<file path="config.mk">
export PLATFORM = sky130hd
export DESIGN_NAME = mmu_ptw
export DESIGN_NICKNAME = d
export VERILOG_FILES = /design/src/rtl/mmu_pkg.sv /design/src/rtl/ptw_pte_check.sv /design/src/rtl/mmu_ptw.sv
export SDC_FILE = /design/constraint.sdc
export NUM_CORES = 1
export LEC_CHECK = 0
export ABC_CLOCK_PERIOD_IN_PS = 2100
export CORE_ASPECT_RATIO = 1.2
export CORE_MARGIN = 2
export CORE_UTILIZATION = 39
export DETAILED_ROUTE_END_ITERATION = 8
export PLACE_DENSITY = 0.86
export RECOVER_POWER = 50
export SLEW_MARGIN = 10
export SYNTH_ARGS = -nofsm -noshare
export SYNTH_HDL_FRONTEND = slang
export SYNTH_SLANG_ARGS = --single-unit
</file>
<file path="constraint.sdc">
create_clock -name clk -period 2.1 [get_ports clk]
set_input_delay 0.42 -clock clk [delete_from_list [all_inputs] [get_ports clk]]
set_output_delay 0.42 -clock clk [all_outputs]
set_load 0.02 [all_outputs]
</file>
<file path="src/rtl/mmu_pkg.sv">
// Shared Sv32 MMU types: walker state encoding, PTE layout and page-geometry constants.
// The PTE check honours the optional PTW_AD_FAULT_EN (Svade) build macro.
package mmu_pkg;

   localparam int PAGE_OFS_W = 12;
   localparam int LVL_W      = 10;

   typedef enum logic [2:0] {
      PTW_IDLE    = 3'd0,
      PTW_L1_REQ  = 3'd1,
      PTW_L1_WAIT = 3'd2,
      PTW_L0_REQ  = 3'd3,
      PTW_L0_WAIT = 3'd4,
      PTW_REFILL  = 3'd5,
      PTW_FAULT   = 3'd6,
      PTW_RESP    = 3'd7
   } ptw_state_e;

   typedef struct packed {
      logic [11:0] ppn1;
      logic [9:0]  ppn0;
      logic [1:0]  rsw;
      logic        d;
      logic        a;
      logic        g;
      logic        u;
      logic        x;
      logic        w;
      logic        r;
      logic        v;
   } sv32_pte_t;

endpackage

</file>
<file path="src/rtl/ptw_pte_check.sv">
// Combinational Sv32 PTE decode: leaf / next-level pointer / page fault for one walk level.
// Define PTW_AD_FAULT_EN to fault on leaves with A=0, or D=0 on a store (Svade).
module ptw_pte_check
   import mmu_pkg::*;
(
   input  sv32_pte_t pte_i,
   input  logic      level_i,
   input  logic      store_i,
   output logic      leaf_o,
   output logic      ptr_o,
   output logic      pf_o
);

   logic invalid;
   logic misaligned;
   logic ad_fault;
   logic unused_bits;

   assign invalid    = ~pte_i.v | (~pte_i.r & pte_i.w);
   assign leaf_o     = pte_i.r | pte_i.x;
   // a megapage leaf must have a zero low PPN field
   assign misaligned = leaf_o & level_i & (pte_i.ppn0 != '0);

`ifdef PTW_AD_FAULT_EN
   assign ad_fault    = leaf_o & (~pte_i.a | (store_i & ~pte_i.d));
   assign unused_bits = ^{pte_i.ppn1, pte_i.rsw, pte_i.g, pte_i.u};
`else
   assign ad_fault    = 1'b0;
   assign unused_bits = ^{pte_i.ppn1, pte_i.rsw, pte_i.g, pte_i.u, pte_i.a, pte_i.d, store_i};
`endif

   assign ptr_o = ~invalid & ~leaf_o & level_i;
   assign pf_o  = invalid | misaligned | ad_fault | (~leaf_o & ~level_i);

endmodule

</file>
<file path="src/rtl/mmu_ptw.sv">
// Sv32 two-level page-table walker with TLB refill over a single-outstanding memory port.
// Leaf checks live in ptw_pte_check; PTW_AD_FAULT_EN enables Svade A/D faults there.
module mmu_ptw
   import mmu_pkg::*;
#(
   parameter int PA_W  = 34,
   parameter int VPN_W = 20,
   parameter int PTE_W = 64
) (
   input  logic             clk,
   input  logic             rstn,
   input  logic             req_valid,
   output logic             req_ready,
   input  logic [VPN_W-1:0] req_vpn,
   input  logic             req_store,
   input  logic [21:0]      satp_ppn,
   output logic             resp_valid,
   output logic             resp_pf,
   output logic             resp_af,
   output logic             resp_abort,
   output logic             mem_req,
   output logic [PA_W-1:0]  mem_addr,
   input  logic             mem_gnt,
   input  logic             mem_rvalid,
   input  logic [31:0]      mem_rdata,
   input  logic             mem_err,
   output logic             tlb_cs,
   output logic             tlb_we,
   output logic [VPN_W-1:0] tlb_vpn,
   output logic             tlb_spage,
   output logic [PTE_W-1:0] tlb_pte,
   input  logic             flush_req
);

   ptw_state_e       state_q, state_d;
   logic [VPN_W-1:0] vpn_q, vpn_d;
   logic             store_q, store_d;
   logic [PA_W-1:0]  addr_q, addr_d;
   logic [31:0]      pte_q, pte_d;
   logic             spage_q, spage_d;
   logic             pf_q, pf_d;
   logic             af_q, af_d;
   logic             abort_q, abort_d;
   logic             chk_leaf, chk_ptr, chk_pf;
   logic             refill_we;

   ptw_pte_check u_pte_check (
      .pte_i   (sv32_pte_t'(mem_rdata)),
      .level_i (state_q == PTW_L1_WAIT),
      .store_i (store_q),
      .leaf_o  (chk_leaf),
      .ptr_o   (chk_ptr),
      .pf_o    (chk_pf)
   );

   always_comb begin
      state_d = state_q;
      vpn_d   = vpn_q;
      store_d = store_q;
      addr_d  = addr_q;
      pte_d   = pte_q;
      spage_d = spage_q;
      pf_d    = pf_q;
      af_d    = af_q;
      abort_d = abort_q;
      case (state_q)
         PTW_IDLE: begin
            if (req_valid) begin
               vpn_d   = req_vpn;
               store_d = req_store;
               addr_d  = {satp_ppn, req_vpn[2*LVL_W-1:LVL_W], 2'b00};
               spage_d = 1'b0;
               pf_d    = 1'b0;
               af_d    = 1'b0;
               abort_d = 1'b0;
               state_d = PTW_L1_REQ;
            end
         end
         PTW_L1_REQ, PTW_L0_REQ: begin
            // a grant in the flush cycle still owes us a beat, so wait for it
            if (mem_gnt) begin
               abort_d = flush_req;
               if (state_q == PTW_L1_REQ) state_d = PTW_L1_WAIT;
               else                       state_d = PTW_L0_WAIT;
            end else if (flush_req) begin
               abort_d = 1'b1;
               state_d = PTW_RESP;
            end
         end
         PTW_L1_WAIT, PTW_L0_WAIT: begin
            if (flush_req) abort_d = 1'b1;
            if (mem_rvalid) begin
               pte_d = mem_rdata;
               if (abort_q || flush_req) begin
                  state_d = PTW_RESP;
               end else if (mem_err) begin
                  af_d    = 1'b1;
                  state_d = PTW_FAULT;
               end else if (chk_pf) begin
                  pf_d    = 1'b1;
                  state_d = PTW_FAULT;
               end else if (chk_ptr) begin
                  addr_d  = {mem_rdata[31:LVL_W], vpn_q[LVL_W-1:0], 2'b00};
                  state_d = PTW_L0_REQ;
               end else if (chk_leaf) begin
                  spage_d = (state_q == PTW_L1_WAIT);
                  state_d = PTW_REFILL;
               end else begin
                  pf_d    = 1'b1;
                  state_d = PTW_FAULT;
               end
            end
         end
         PTW_REFILL, PTW_FAULT: begin
            if (flush_req) abort_d = 1'b1;
            state_d = PTW_RESP;
         end
         PTW_RESP: state_d = PTW_IDLE;
         default:  state_d = PTW_IDLE;
      endcase
   end

   always_ff @(posedge clk or negedge rstn) begin
      if (!rstn) begin
         state_q <= PTW_IDLE;
         vpn_q   <= '0;
         store_q <= 1'b0;
         addr_q  <= '0;
         pte_q   <= '0;
         spage_q <= 1'b0;
         pf_q    <= 1'b0;
         af_q    <= 1'b0;
         abort_q <= 1'b0;
      end else begin
         state_q <= state_d;
         vpn_q   <= vpn_d;
         store_q <= store_d;
         addr_q  <= addr_d;
         pte_q   <= pte_d;
         spage_q <= spage_d;
         pf_q    <= pf_d;
         af_q    <= af_d;
         abort_q <= abort_d;
      end
   end

   // flush in the refill cycle must keep the stale translation out of the TLB
   assign refill_we  = (state_q == PTW_REFILL) & ~flush_req & ~abort_q;

   assign req_ready  = (state_q == PTW_IDLE);
   assign mem_req    = (state_q == PTW_L1_REQ) | (state_q == PTW_L0_REQ);
   assign mem_addr   = addr_q;

   assign tlb_cs     = refill_we;
   assign tlb_we     = refill_we;
   assign tlb_vpn    = refill_we ? vpn_q : '0;
   assign tlb_spage  = refill_we & spage_q;
   assign tlb_pte    = refill_we ? {{(PTE_W-32){1'b0}}, pte_q} : '0;

   assign resp_valid = (state_q == PTW_RESP);
   assign resp_abort = resp_valid & abort_q;
   assign resp_pf    = resp_valid & pf_q & ~abort_q;
   assign resp_af    = resp_valid & af_q & ~abort_q;

endmodule
</file>
=== Word level (Yosys, flattened, before mapping) ===
Cells that the tools add are included.

* Eq/ne operators: 19
* Multiplexer cells: 42
* Bitwise logic cells: 26
* Reduce and logical (&&, ||, !) cells: 17

{| class="wikitable"
|+ Operators with widths
! operator !! number
|-
| 2-to-1 mux 34 bit || 6
|-
| case mux 34 bit (2 select lines) || 1
|-
| 2-to-1 mux 32 bit || 1
|-
| 2-to-1 mux 3 bit || 9
|-
| 2-to-1 mux 20 bit || 1
|-
| 2-to-1 mux 1 bit || 18
|-
| != test 2 bit, second input constant || 8
|-
| case mux 3 bit (5 select lines) || 1
|-
| AND 1 bit || 14
|-
| AND reduction 7 bit || 2
|-
| equality test 3 bit, second input constant || 4
|-
| nonzero test 10 bit || 1
|-
| != test 3 bit, second input constant || 3
|-
| AND reduction 8 bit || 1
|-
| NOT 1 bit || 7
|-
| equality test 3 x 2 -> 1 bit, second input constant || 2
|-
| case mux 1 bit (2 select lines) || 3
|-
| AND reduction 2 bit || 3
|-
| OR reduction 2 bit || 3
|-
| bitwise OR 1 bit || 5
|-
| AND reduction 5 bit || 1
|-
| OR reduction 4 bit || 1
|-
| equality test 3 x 1 -> 1 bit, second input constant || 1
|-
| zero test 3 bit || 1
|-
| 7 further kinds || 7
|}

* Register bits after elaboration: 93
* Input bits: 82
* Output and inout port bits: 127
* Logic and storage cells: 112

=== Longest topological paths before layout ===
Gate-level depths: netlist of the first run.

* Depth in word-level cells: 12
* Gate-level depth with buffers: 8

=== Modules after synthesis ===
From an unflattened synthesis of the first run, not the netlist that was laid out.

* Cells, all modules: 436
* Area total of the unflattened synthesis: 4867.2 um^2

{| class="wikitable"
|+ Modules (own cells, without submodules)
! module !! instances !! cells an instance !! area an instance (um^2) !! seq. area each (um^2)
|-
| mmu_ptw || 1 || 424 || 4793.3 || 2302.2
|-
| ptw_pte_check || 1 || 12 || 73.8 || 0.0
|}

=== Worst setup path before layout of the first run ===
OpenSTA, ideal clock, no wires.

* Path type: register -> output
* Start: reg state_q[2]
* End: out tlb_pte[22]
* Data arrival time: 1.863 ns
* Data required time: 1.680 ns
* Setup slack: -0.183 ns
* Stages on the path, launching flop included: 7
* Path buffers: 3
* Cells stage by stage: dfrtp_1 -> buf_2 -> buf_2 -> nand2_1 -> nor3_1 -> clkbuf_1 -> and2_1

* Cells in the longest elaborated chain, start to end: 4

{| class="wikitable"
|+ RTL lines
! what !! RTL line !! text
|-
| from (decl) || mmu_ptw.sv:35 || <nowiki>ptw_state_e state_q, state_d;</nowiki>
|-
| from (signal assigned) || mmu_ptw.sv:135 || <nowiki>state_q <= state_d;</nowiki>
|-
| equality test 3 bit || mmu_ptw.sv:148 || <nowiki>assign refill_we = (state_q == PTW_REFILL) & ~flush_req & ~abort_q;</nowiki>
|-
| AND 1 bit (2 in series) || mmu_ptw.sv:148 ||
|-
| named net tlb_cs || mmu_ptw.sv:27 || <nowiki>output logic tlb_cs,</nowiki>
|-
| 2-to-1 mux 32 bit || mmu_ptw.sv:158 || <nowiki>assign tlb_pte = refill_we ? {{(PTE_W-32){1'b0}}, pte_q} : '0;</nowiki>
|-
| to (decl) || mmu_ptw.sv:31 || <nowiki>output logic [PTE_W-1:0] tlb_pte,</nowiki>
|}

The timed path passes the listed nets, and every way through them passes these cells.

=== Worst setup path after layout of the first run ===
* Start: reg abort_q
* End: out tlb_vpn[5]

* Cells in the longest elaborated chain, start to end: 3

{| class="wikitable"
|+ RTL lines
! what !! RTL line !! text
|-
| from (decl) || mmu_ptw.sv:43 || <nowiki>logic abort_q, abort_d;</nowiki>
|-
| from (signal assigned) || mmu_ptw.sv:143 || <nowiki>abort_q <= abort_d;</nowiki>
|-
| NOT 1 bit || mmu_ptw.sv:148 ||
|-
| AND 1 bit || mmu_ptw.sv:148 ||
|-
| 2-to-1 mux 20 bit || mmu_ptw.sv:156 || <nowiki>assign tlb_vpn = refill_we ? vpn_q : '0;</nowiki>
|-
| to (decl) || mmu_ptw.sv:29 || <nowiki>output logic [VPN_W-1:0] tlb_vpn,</nowiki>
|}

Every way passes these cells.

==> results by group, run 1 <==
Global route
  – Initial antenna violation count: 0
  – Global routing usage on met1: 22.27%
  – First-pass GRT wire length: 21.93 mm
  – Total global routing track utilization: 20.69%
  – Global routing usage on met2: 39.01%
  – Aggregate global routing overflow: 0
  – Pin count of the biggest net entering global routing: 49
  – GR Layer Usage met3: 4.710%
  – Most congested layer reported by global routing: met2
  – Via count of the first global-routing pass: 4448

Cells and area
  – Commonest non-fill, non-tap cell in the layout: clkdlybuf4s50_1
  – Synthesis-to-finish area growth: 56.92%
  – Commonest cells after routing, fill and taps aside: 95 x clkdlybuf4s50_1, 91 x dfrtp_1, 62 x buf_6
  – Fin util: 62.69%
  – Net count, final: 727
  – Layout cells sized above 1: 45.38%
  – Fill cells: 948
  – Count of inserted antenna diode cells: 0

Timing
  – Fin. Hold Viols: 0
  – Final critical path time including I/O delays and setup: 2.238 ns
  – Share of the cycle needed by the critical path after routing: 106.6%
  – Worst slew margin relative to its limit: -9.330%
  – Unrepaired setup endpoints after global routing: true
  – Worst clock skew on the final layout: 0.005474 ns
  – Maximum frequency from static timing analysis: 446.9 MHz
  – Post-route worst setup slack: -0.1378 ns
  – Slew at the pin with the worst max-slew slack: 1.640 ns
  – Final-report max-slew violation count: 30
  – Final setup vio count: 86

Clock tree
  – Number of buffers created by CTS: 9
  – CTS tree: done
  – CTS Buffer Depth: 2
  – Insertion delay of the later-clocked pin in the worst-skew pair: 0.34 ns
  – Clock sink total: 91
  – Clock-pin slew of the registers on the worst-case setup and hold paths: 0.07 ns
  – Hold-fix buffer count after cts: 0
  – Library cell used as clock root buffer: clkbuf_16
  – H-tree depth reported by CTS: 3

Critical path
  – Kind of end point of the critical path: output port
  – Sort of element at the start of the critical path: flop
  – Max Fanout on Critical Path: 8
  – Worst path arrival time: 1.82 ns
  – Type of the worst setup path: reg2out
  – WP data required: 1.68 ns

Die
  – Core Footprint: 12110 µm²
  – Chip Width: 105.7 µm
  – Initial cell density of the core: 39.95%
  – Cell Rows: 44
  – Number of top-level design ports: 209
  – Total die area: 13320 µm²
  – Overall die height: 126.0 µm

Synth
  – Post-synthesis compound-gate area fraction: 9.439%
  – Most used flip-flop cell after synthesis: dfrtp_1
  – Syn. warnings: 0
  – Multiplexer share of the synthesized area: 18.90%
  – Area share of and/or/nand/nor cells after synthesis: 15.18%
  – Synthesized flop and latch total: 91
  – Synthesized area: 4838 µm²
  – Post-synthesis sequential area ratio: 47.06%
  – Count of flip-flops with a built-in enable after synthesis: 0
  – Number of distinct standard cells referenced by the synthesized netlist: 44
  – Adder and majority gate portion of the synthesized area: 0.2069%
  – Xor/xnor share of the synthesized area: 0.1810%
  – Dominant combinational cell family by area after synthesis: multiplexers
  – Share of synthesized flip-flops with an asynchronous set or reset: 100.0%
  – Syn_area_per_cell: 11.12 µm²
  – Cells after Synth: 435

Job
  – Max capacitance violation total: 1

Detailed routing
  – Remaining design rule violation count: 0
  – 1st-pass router iterations: 4
  – Total wire length after detailed routing: 13.94 mm
  – Number of DRC markers after the initial detailed-route iteration: 185
  – DR vias: 3996
  – DRT antenna net count: 0
  – Routed via count divided by cell count: 4.927
  – Average wire length per cell after detail routing: 17.19 µm

Pwr
  – Power per cell area: 1259 nW/µm²
  – Static power due to leakage: 3.455 nW
  – Max rail drop VDD: 0.5645 mV
  – Design Power: 0.009558 W

Placement
  – Number of port buffers: 173
  – HPWL after detailed placement: 9.277 mm
  – RD Place Congestion: 0.8925

Outcome
  – Violated checks: max-capacitance violations, max-slew violations, negative setup slack
  – Status: complete, but fails checks

Min path
  – Worst min path class: in2async
## final cells by class
cell class	instances	area, µm²	area share, %
repair buffers	227	2352	30.98
clock inverters	7	51.30	0.6757
clock buffers	9	225.2	2.966
multi-input cells	313	2474	32.58
inverters	3	11.26	0.1483
well taps	161	201.4	2.653
flip-flops and latches	91	2277	29.99
## where the power goes
part           internal, W  switching (W)  leakage [nW]
registers          0.00264       0.000568          1.07
logic              0.00245        0.00237          2.25
clock network     0.000811       0.000713         0.133
total              0.00590        0.00365          3.45
## layer usage
metal  wire length [µm]  part of all wire [%]  vias up
met1               5100                    37     1965
met4                374                   2.7        0
li1                   -                     -     1839
met5                  0                     0        -
met2               7645                    55      161
met3                818                   5.9       31
## cell usage after synthesis (2+ instances only)
master     instances  area, µm²
buf_1              3      11.26
clkbuf_1           8      30.03
nor2_1            43      161.4
or3_1              2      12.51
mux2i_1           34      340.3
o21a_1             2      15.01
nor4_1             4      25.02
a21oi_2           28      245.2
nor3b_1            2      15.01
buf_6              6      67.56
nand3b_1           2      15.01
buf_2              7      35.03
nand2_1            6      22.52
dfrtp_1           91       2277
or2_2              3      18.77
nor2b_1            3      18.77
o21ai_0            7      35.03
a21oi_1            8      40.04
nand2b_1           2      12.51
a31oi_1            2      12.51
a211o_1            2      17.52
inv_1              3      11.26
nand3_1            3      15.01
o31ai_1            2      15.01
nor3_1             2      10.01
mux2_2            51      574.3
a2bb2oi_1          2      17.52
and2_1            55      344.1
buf_4             37      277.8
## repair_timing
item | CTS | global route
setup buffers | 10 | 2
resized for setup | 381 | 63
pin swaps | 26 | 24
cloned | 5 | 2
endpoints found under the setup margin | 62 | 94
## per-stage QoR
stage	TNS, ns	setup slack (ns)	cells	hold WS [ns]	cell area (µm²)
2_1_floorplan	0	0.02859	468	0.1244	4971
3_3_place_gp	-42.40	-0.7148	782	0.3635	6893
3_5_place_dp	-45.53	-0.7256	782	0.3793	6893
4_1_cts	-10.16	-0.2515	812	0.008266	7546
5_1_grt	-14.92	-0.2190	811	0.5177	7592
6_report	-4.331	-0.1378	811	0.4884	7592
## registers in the layout (all words and copies together) (netlist names)
signal,flops
mem_addr,32
pte_q,32
vpn_q,20
state_q,3
abort_q,1
af_q,1
pf_q,1
spage_q,1
## worst paths after layout
path | startpoint | end | slack, ns | cells past startpoint
worst min-delay path | rstn | vpn_q[11]$_DFFE_PN0P_ | 0.49 | 1
worst max-delay path | abort_q$_DFFE_PN0P_ | tlb_vpn[5] | -0.14 | 7
worst min register to register | pte_q[10]$_DFFE_PN0P_ | pte_q[10]$_DFFE_PN0P_ | 0.51 | 1
worst max register to register | state_q[1]$_DFFE_PN0P_ | pte_q[27]$_DFFE_PN0P_ | -0.07 | 7
max in group asynchronous | rstn | pte_q[27]$_DFFE_PN0P_ | 0.42 | 2
min in group clk | pte_q[10]$_DFFE_PN0P_ | pte_q[10]$_DFFE_PN0P_ | 0.51 | 1
## cells by family after synthesis
| family | Yosys count |
|---|---|
| compound gates | 60 |
| xor+xnor | 1 |
| fa+ha+maj | 1 |
| buf+inv | 64 |
| flops | 91 |
| mux | 85 |
| other cells | 1 |
| simple gates | 132 |
## critical path, stage by stage, from the launching register on
cell	delay, ns
dfrtp_1	0.39
or2_4	0.26
nor3_4	0.16
buf_6	0.15
buf_6	0.12
clkbuf_16	0.15
and2_1	0.14
buf_6	0.12
No activity file was read; power rests on OpenSTA's default activity.
==> run 2: changes to the inputs <==
CORE_MARGIN = 1.5   (was 2)
==> run 2 against run 1 <==
Net effect:
- the run ends with negative setup slack left
- utilization increased by 1.0 points
- final cell count grew 0.62%
- sequential share of layout area shrank 0.49 points
- maximum frequency barely moved
- via count is 0.55% higher
- clock skew rose by 0.0018 ns
- critical endpoint is now tlb_vpn[3]
==> results by group, run 2 (synthesis gave the netlist of run 1 again) <==
Clock tree
  – CTS Buffer Depth: 2 (unchanged)
  – Hold-fix buffer count after cts: 0 (unchanged)
  – Clock-pin slew of the registers on the worst-case setup and hold paths: 0.07 ns (about the same)
  – Insertion delay of the later-clocked pin in the worst-skew pair: 0.33 ns (about the same)
  – Number of buffers created by CTS: 9 (unchanged)
  – CTS tree: done
  – Clock sink total: 91 (unchanged)
  – Library cell used as clock root buffer: clkbuf_16
  – H-tree depth reported by CTS: 3 (unchanged)

Placement
  – Cell count after placement: 781 (-0.13%)
  – RD Place Congestion: 0.8964 (+0.44%)
  – HPWL after detailed placement: 8.855 mm (-4.5%)
  – Worst slack at placement: -0.7432 ns (-0.01757 ns)
  – Number of port buffers: 173 (unchanged)

Die
  – Total die area: 13090 µm² (-1.7%)
  – Cell Rows: 44 (unchanged)
  – Core Footprint: 12110 µm² (unchanged)
  – Initial cell density of the core: 39.95% (unchanged)
  – Chip Width: 104.7 µm (-0.95%)
  – Overall die height: 125.0 µm (-0.79%)
  – Number of top-level design ports: 209 (unchanged)

Cells and area
  – Commonest non-fill, non-tap cell in the layout: clkdlybuf4s50_1
  – Final non-filler cell total: 816 (+0.62%)
  – Fill cells: 923 (-2.6%)
  – Synthesis-to-finish area growth: 59.50%
  – Commonest cells after routing, fill and taps aside: 95 x clkdlybuf4s50_1, 91 x dfrtp_1, 64 x buf_6
  – Count of inserted antenna diode cells: 0 (unchanged)
  – Layout cells sized above 1: 44.43% (-0.96 points)
  – Net count, final: 732 (+0.69%)

Global route
  – Most congested layer reported by global routing: met2
  – Aggregate global routing overflow: 0 (unchanged)
  – Pin count of the biggest net entering global routing: 92 (+88%)
  – Total global routing track utilization: 20.08% (-0.61 points)
  – Initial antenna violation count: 0 (unchanged)
  – Global routing usage on met1: 21.80% (-0.47 points)
  – Via count of the first global-routing pass: 4286 (-3.6%)
  – First-pass GRT wire length: 21.07 mm (-3.9%)
  – Global routing usage on met2: 37.65% (-1.4 points)
  – GR Layer Usage met3: 5.422% (+0.71 points)

Timing
  – Worst clock skew on the final layout: 0.007238 ns (+0.001764 ns)
  – Setup TNS Final: -5.608 ns (-1.277 ns)
  – Maximum frequency from static timing analysis: 446.8 MHz (about the same)
  – Slew at the pin with the worst max-slew slack: 1.242 ns (-0.3981 ns)
  – Worst-case hold slack: 0.4755 ns (-0.01288 ns)
  – Share of the cycle needed by the critical path after routing: 106.6% (about the same)
  – Final-report max-slew violation count: 0 (-100%)
  – Post-route worst setup slack: -0.1383 ns (-0.0004530 ns)
  – Worst slew margin relative to its limit: 17.21% (+27 points)
  – Final setup vio count: 110 (+28%)
  – Unrepaired setup endpoints after global routing: true
  – Final critical path time including I/O delays and setup: 2.238 ns (+0.0004530 ns)
  – Fin. Hold Viols: 0 (unchanged)

Critical path
  – Sort of element at the start of the critical path: flop
  – Max Fanout on Critical Path: 6 (-2)
  – Flop-to-flop setup slack: -0.07 ns (about the same)
  – Critical path, cell by cell: or2_4 > nor3_4 > buf_6 > buf_12 > buf_6 > and2_4 > buf_6
  – Length in cells of the worst reg-to-reg path: 10 (+3)
  – Slowest Stage Delay on Critical Path: 0.38 ns (about the same)
  – WP data required: 1.68 ns (about the same)
  – Cell seen most often among critical-path stages: buf_6
  – Slowest cell on the critical path: dfrtp_1
  – Endpoint of the worst-slack reg-to-reg timing path: mem_addr[30]$_DFFE_PN0P_
  – Worst path arrival time: 1.82 ns (about the same)
  – Reg-to-reg startpoint: state_q[2]$_DFFE_PN0P_
  – Type of the worst setup path: reg2out
  – Kind of end point of the critical path: output port

Outcome
  – Violated checks: negative setup slack
  – Status: complete, but fails checks

Pwr
  – Power per cell area: 1250 nW/µm² (-0.70%)
  – Max rail drop VDD: 0.6551 mV (+16%)
  – Static power due to leakage: 3.527 nW (+2.1%)

Min path
  – Worst min path class: in2async

Detailed routing
  – Routed via count divided by cell count: 4.924 (about the same)
  – DRT antenna net count: 0 (unchanged)
  – Number of DRC markers after the initial detailed-route iteration: 134 (-28%)
  – Total wire length after detailed routing: 13.82 mm (-0.84%)
  – 1st-pass router iterations: 4 (unchanged)
  – Average wire length per cell after detail routing: 16.94 µm (-1.4%)
  – Remaining design rule violation count: 0 (unchanged)
  – DR vias: 4018 (+0.55%)

Job
  – Max capacitance violation total: 0 (-1)
## run 2: worst max-delay path by stage
stage / start / endpoint / slack (ns)
after floorplan: state_q[2]$_DFFE_PN0P_ / vpn_q[10]$_DFFE_PN0P_ / 0.03
after global placement: flush_req / tlb_vpn[17] / -0.70
after detailed placement: flush_req / tlb_vpn[17] / -0.74
after CTS: abort_q$_DFFE_PN0P_ / tlb_pte[26] / -0.27
after global routing: state_q[2]$_DFFE_PN0P_ / resp_af / -0.23
final: abort_q$_DFFE_PN0P_ / tlb_vpn[3] / -0.14
## run 2: per-layer routing
layer,share of wire [%],vias up
li1,-,1855
met1,37,1976
met5,0,-
met3,6.0,26
met4,2.2,0
met2,55,161
## run 2: where the power goes
group / internal, W / switching, W / total, W
registers: 0.00264 / 0.000537 / 0.00318
logic: 0.00245 / 0.00238 / 0.00482
clock network: 0.000963 / 0.000680 / 0.00164
total: 0.00605 / 0.00360 / 0.00965
## run 2: final cells by class
| class | instances | area [µm²] | share of cell area [%] |
|---|---|---|---|
| Clock inverter | 5 | 61.31 | 0.7944 |
| Tap cell | 161 | 201.4 | 2.610 |
| Multi-Input combinational cell | 313 | 2467 | 31.97 |
| Clock buffer | 11 | 242.7 | 3.145 |
| Sequential cell | 91 | 2277 | 29.51 |
| Timing Repair Buffer | 232 | 2456 | 31.83 |
| Inverter | 3 | 11.26 | 0.1459 |
## run 2: through the flow
step / utilization [%] / instance area [µm²] / power (W)
after global routing: 63.72 / 7717 / 0.01018
after CTS: 62.73 / 7597 / 0.009566
after detailed placement: 56.75 / 6873 / 0.007716
after floorplan: - / 4971 / 0.005918
final: 63.72 / 7717 / 0.009647
after global placement: 56.75 / 6873 / 0.007518
## run 2: worst max-delay path, delay by kind of cell (launching register included)
kind,cells,cell delay [ns]
buf+inv,4,0.51
flops,1,0.38
simple gates,3,0.58
## run 2: repair_timing
action / in CTS / in global routing
endpoints found under the setup margin: 93 / 92
gates resized for setup: 379 / 71
pin swaps: 17 / 18
cloned: 5 / 3
endpoints found under the hold margin: 0 / 0
setup buffers: 13 / 4
==> run 3: changes to the inputs <==
ABC_CLOCK_PERIOD_IN_PS = 2550   (was 2100)
CORE_UTILIZATION = 43   (was 39)
PLACE_DENSITY = 0.89   (was 0.86)
clock period = 2.55 ns   (was 2.1 ns; I/O delays follow)
==> run 3 against run 2 <==
Net effect:
- the flow now finishes without violations
- wire length down 10%
- die area fell by 9.1%
- first-iteration DRC count rose by 32%
- critical endpoint is now tlb_pte[19]
- flip-flop and latch count unchanged
- clock power is 5% lower
- hold slack got worse by 0.045 ns
- global-route usage increased by 1.1 points
- critical path type is now in2out
==> results by group, run 3 (synthesis gave the netlist of run 1 again) <==
Pwr
  – Part of the power in combinational logic: 45.9% (-4.1 points)
  – Max rail drop VDD: 0.5308 mV (-19%)
  – Total internal power: 0.004833 W (-20%)
  – Part of the total power dissipated in the clock network: 20.3% (+3.3 points)
  – Fraction of power consumed by sequential logic: 33.8% (+0.8 points)
  – Net switching power: 0.002784 W (-23%)
  – Power per cell area: 1119 nW/µm² (-10%)
  – Fraction of power spent switching nets: 36.55% (-0.73 points)
  – Static power due to leakage: 3.245 nW (-8.0%)

Cells and area
  – Multi-input logic area: 2272 µm² (-7.9%)
  – Net count, final: 699 (-4.5%)
  – Sequential cell area in the final layout: 2278 µm² (about the same)
  – Commonest cells after routing, fill and taps aside: 90 x dfrtp_1, 82 x clkdlybuf4s50_1, 55 x and2_1
  – Layout cells sized above 1: 29.42% (-15 points)
  – Fin util: 61.97% (-1.7 points)
  – Count of inserted antenna diode cells: 0 (unchanged)
  – Commonest non-fill, non-tap cell in the layout: dfrtp_1
  – Fill cells: 874 (-5.3%)
  – Synthesis-to-finish area growth: 40.68%

Die
  – Initial cell density of the core: 44.05% (+4.1 points)
  – Number of top-level design ports: 209 (unchanged)
  – Core Footprint: 10980 µm² (-9.3%)
  – Total die area: 11900 µm² (-9.1%)
  – Overall die height: 119.2 µm (-4.7%)
  – Cell Rows: 42 (-4.5%)
  – Chip Width: 99.84 µm (-4.6%)

Clock tree
  – Clock sink total: 91 (unchanged)
  – H-tree depth reported by CTS: 3 (unchanged)
  – Hold-fix buffer count after cts: 0 (unchanged)
  – Insertion delay of the later-clocked pin in the worst-skew pair: 0.34 ns (about the same)
  – Clock-pin slew of the registers on the worst-case setup and hold paths: 0.07 ns (about the same)
  – Number of buffers created by CTS: 9 (unchanged)
  – Library cell used as clock root buffer: clkbuf_16
  – CTS tree: done
  – CTS Buffer Depth: 2 (unchanged)

Placement
  – RD Place Congestion: 0.8980 (+0.18%)
  – Number of port buffers: 173 (unchanged)
  – HPWL after detailed placement: 8.855 mm (about the same)

Global route
  – Pin count of the biggest net entering global routing: 45 (-51%)
  – Via count of the first global-routing pass: 3912 (-8.7%)
  – Aggregate global routing overflow: 0 (unchanged)
  – First-pass GRT wire length: 19.65 mm (-6.7%)
  – Initial antenna violation count: 0 (unchanged)
  – Total global routing track utilization: 21.17% (+1.1 points)

Detailed routing
  – 1st-pass router iterations: 4 (unchanged)
  – Remaining design rule violation count: 0 (unchanged)
  – DR vias: 3826 (-4.8%)
  – Total wire length after detailed routing: 12.39 mm (-10%)
  – Routed via count divided by cell count: 5.074 (+3.1%)
  – Number of DRC markers after the initial detailed-route iteration: 177 (+32%)
  – DRT antenna net count: 0 (unchanged)
  – Average wire length per cell after detail routing: 16.44 µm (-3.0%)

Job
  – Max capacitance violation total: 0 (unchanged)

Critical path
  – Slowest cell on the critical path: clkdlybuf4s50_1
  – Type of the worst setup path: in2out
  – Length in cells of the worst reg-to-reg path: 6 (-4)
  – Sort of element at the start of the critical path: input pin
  – WP data required: 2.04 ns (+0.36 ns)
  – Worst path arrival time: 2.01 ns (+0.19 ns)
  – Reg-to-reg startpoint: state_q[2]$_DFFE_PN0P_
  – Flop-to-flop setup slack: 0.16 ns (+0.23 ns)
  – Max Fanout on Critical Path: 11 (+5)
  – Kind of end point of the critical path: output port
  – Slowest Stage Delay on Critical Path: 0.44 ns (+0.06 ns)
  – Endpoint of the worst-slack reg-to-reg timing path: pte_q[14]$_DFFE_PN0P_
  – Critical path, cell by cell: clkdlybuf4s50_1 > or2_4 > nor3_4 > buf_6 > buf_8 > and2_1 > buf_4

Timing
  – Final-report max-slew violation count: 0 (unchanged)
  – Final critical path time including I/O delays and setup: 2.522 ns
  – Share of the cycle needed by the critical path after routing: 98.89%
  – Maximum frequency from static timing analysis: 396.6 MHz
  – Fin. Hold Viols: 0 (unchanged)
  – Slew at the pin with the worst max-slew slack: 1.289 ns (+0.04708 ns)
  – Worst clock skew on the final layout: 0.005504 ns (-0.001734 ns)
  – Final setup vio count: 0 (-100%)
  – Worst slew margin relative to its limit: 14.07% (-3.1 points)
  – Unrepaired setup endpoints after global routing: true
  – Setup TNS Final: 0 ns (+5.608 ns)

Outcome
  – Status: finished, final reports clean

Min path
  – Worst min path class: in2async
[run 3: what timing repair did]
item / in CTS / in global routing
hold endpoints to repair: 0 / 0
setup endpoints to repair: 59 / 57
gates cloned: 2 / 0
pin swaps: 1 / 1
gates resized for setup: 230 / 15
setup buffers: 2 / 0
[run 3: through the flow]
step                cells  hold slack, ns  setup WS, ns  total power (W)  instance area [µm²]
detailed placement    735          0.4259       -0.4781         0.006207                 6650
finish                754          0.4308       0.02827         0.007618                 6807
global route          754          0.5092     -0.006001         0.008059                 6807
floorplan             468          0.2144        0.1266         0.004867                 4962
global placement      735          0.4232       -0.4404         0.006044                 6650
CTS                   755         0.05750     0.0002751         0.007781                 6798
[run 3: final cells by class]
cell class	count	area share, %
clock buffer	10	3.511
inverter	3	0.1654
multi-input combinational	313	33.38
clock inverter	6	1.654
sequential	91	33.47
timing repair buffer	199	25.39
tap	132	2.426
[run 3: metal layers]
metal / wire length, µm / global-route usage [%] / part of all wire, % / vias to the layer above
li1: - / - / - / 1785
met1: 4835 / 25.32 / 39 / 1829
met2: 6371 / 36.78 / 51 / 182
met3: 809 / 4.460 / 6.5 / 30
met4: 376 / 8.451 / 3.0 / 0
met5: 0 / 0 / 0 / -
[run 3: how the worst max path moves through the flow]
| stage | depth (start not counted) | end | start | slack [ns] |
|---|---|---|---|---|
| floorplan | 4 | tlb_pte[22] | flush_req | 0.13 |
| global placement | 6 | tlb_vpn[4] | flush_req | -0.44 |
| finish | 7 | tlb_pte[19] | flush_req | 0.03 |
| detailed placement | 6 | tlb_vpn[0] | flush_req | -0.48 |
| CTS | 7 | tlb_pte[12] | flush_req | 0.0003 |
| global route | 7 | tlb_pte[19] | flush_req | -0.006 |
[run 3: worst max-delay path: cells and delay by family]
kind	cells	cell delay, ns
buffers and inverters	4	0.89
AND/OR/NAND/NOR	3	0.61
[run 3: power by group through the flow]
stage                     Clock, W  Combinational (W)  Sequential (W)
after detailed placement         0            0.00361         0.00259
final                      0.00155            0.00350         0.00257
after CTS                  0.00158            0.00362         0.00258
after floorplan                  0            0.00207         0.00280
after global routing       0.00164            0.00376         0.00266
after global placement           0            0.00350         0.00255
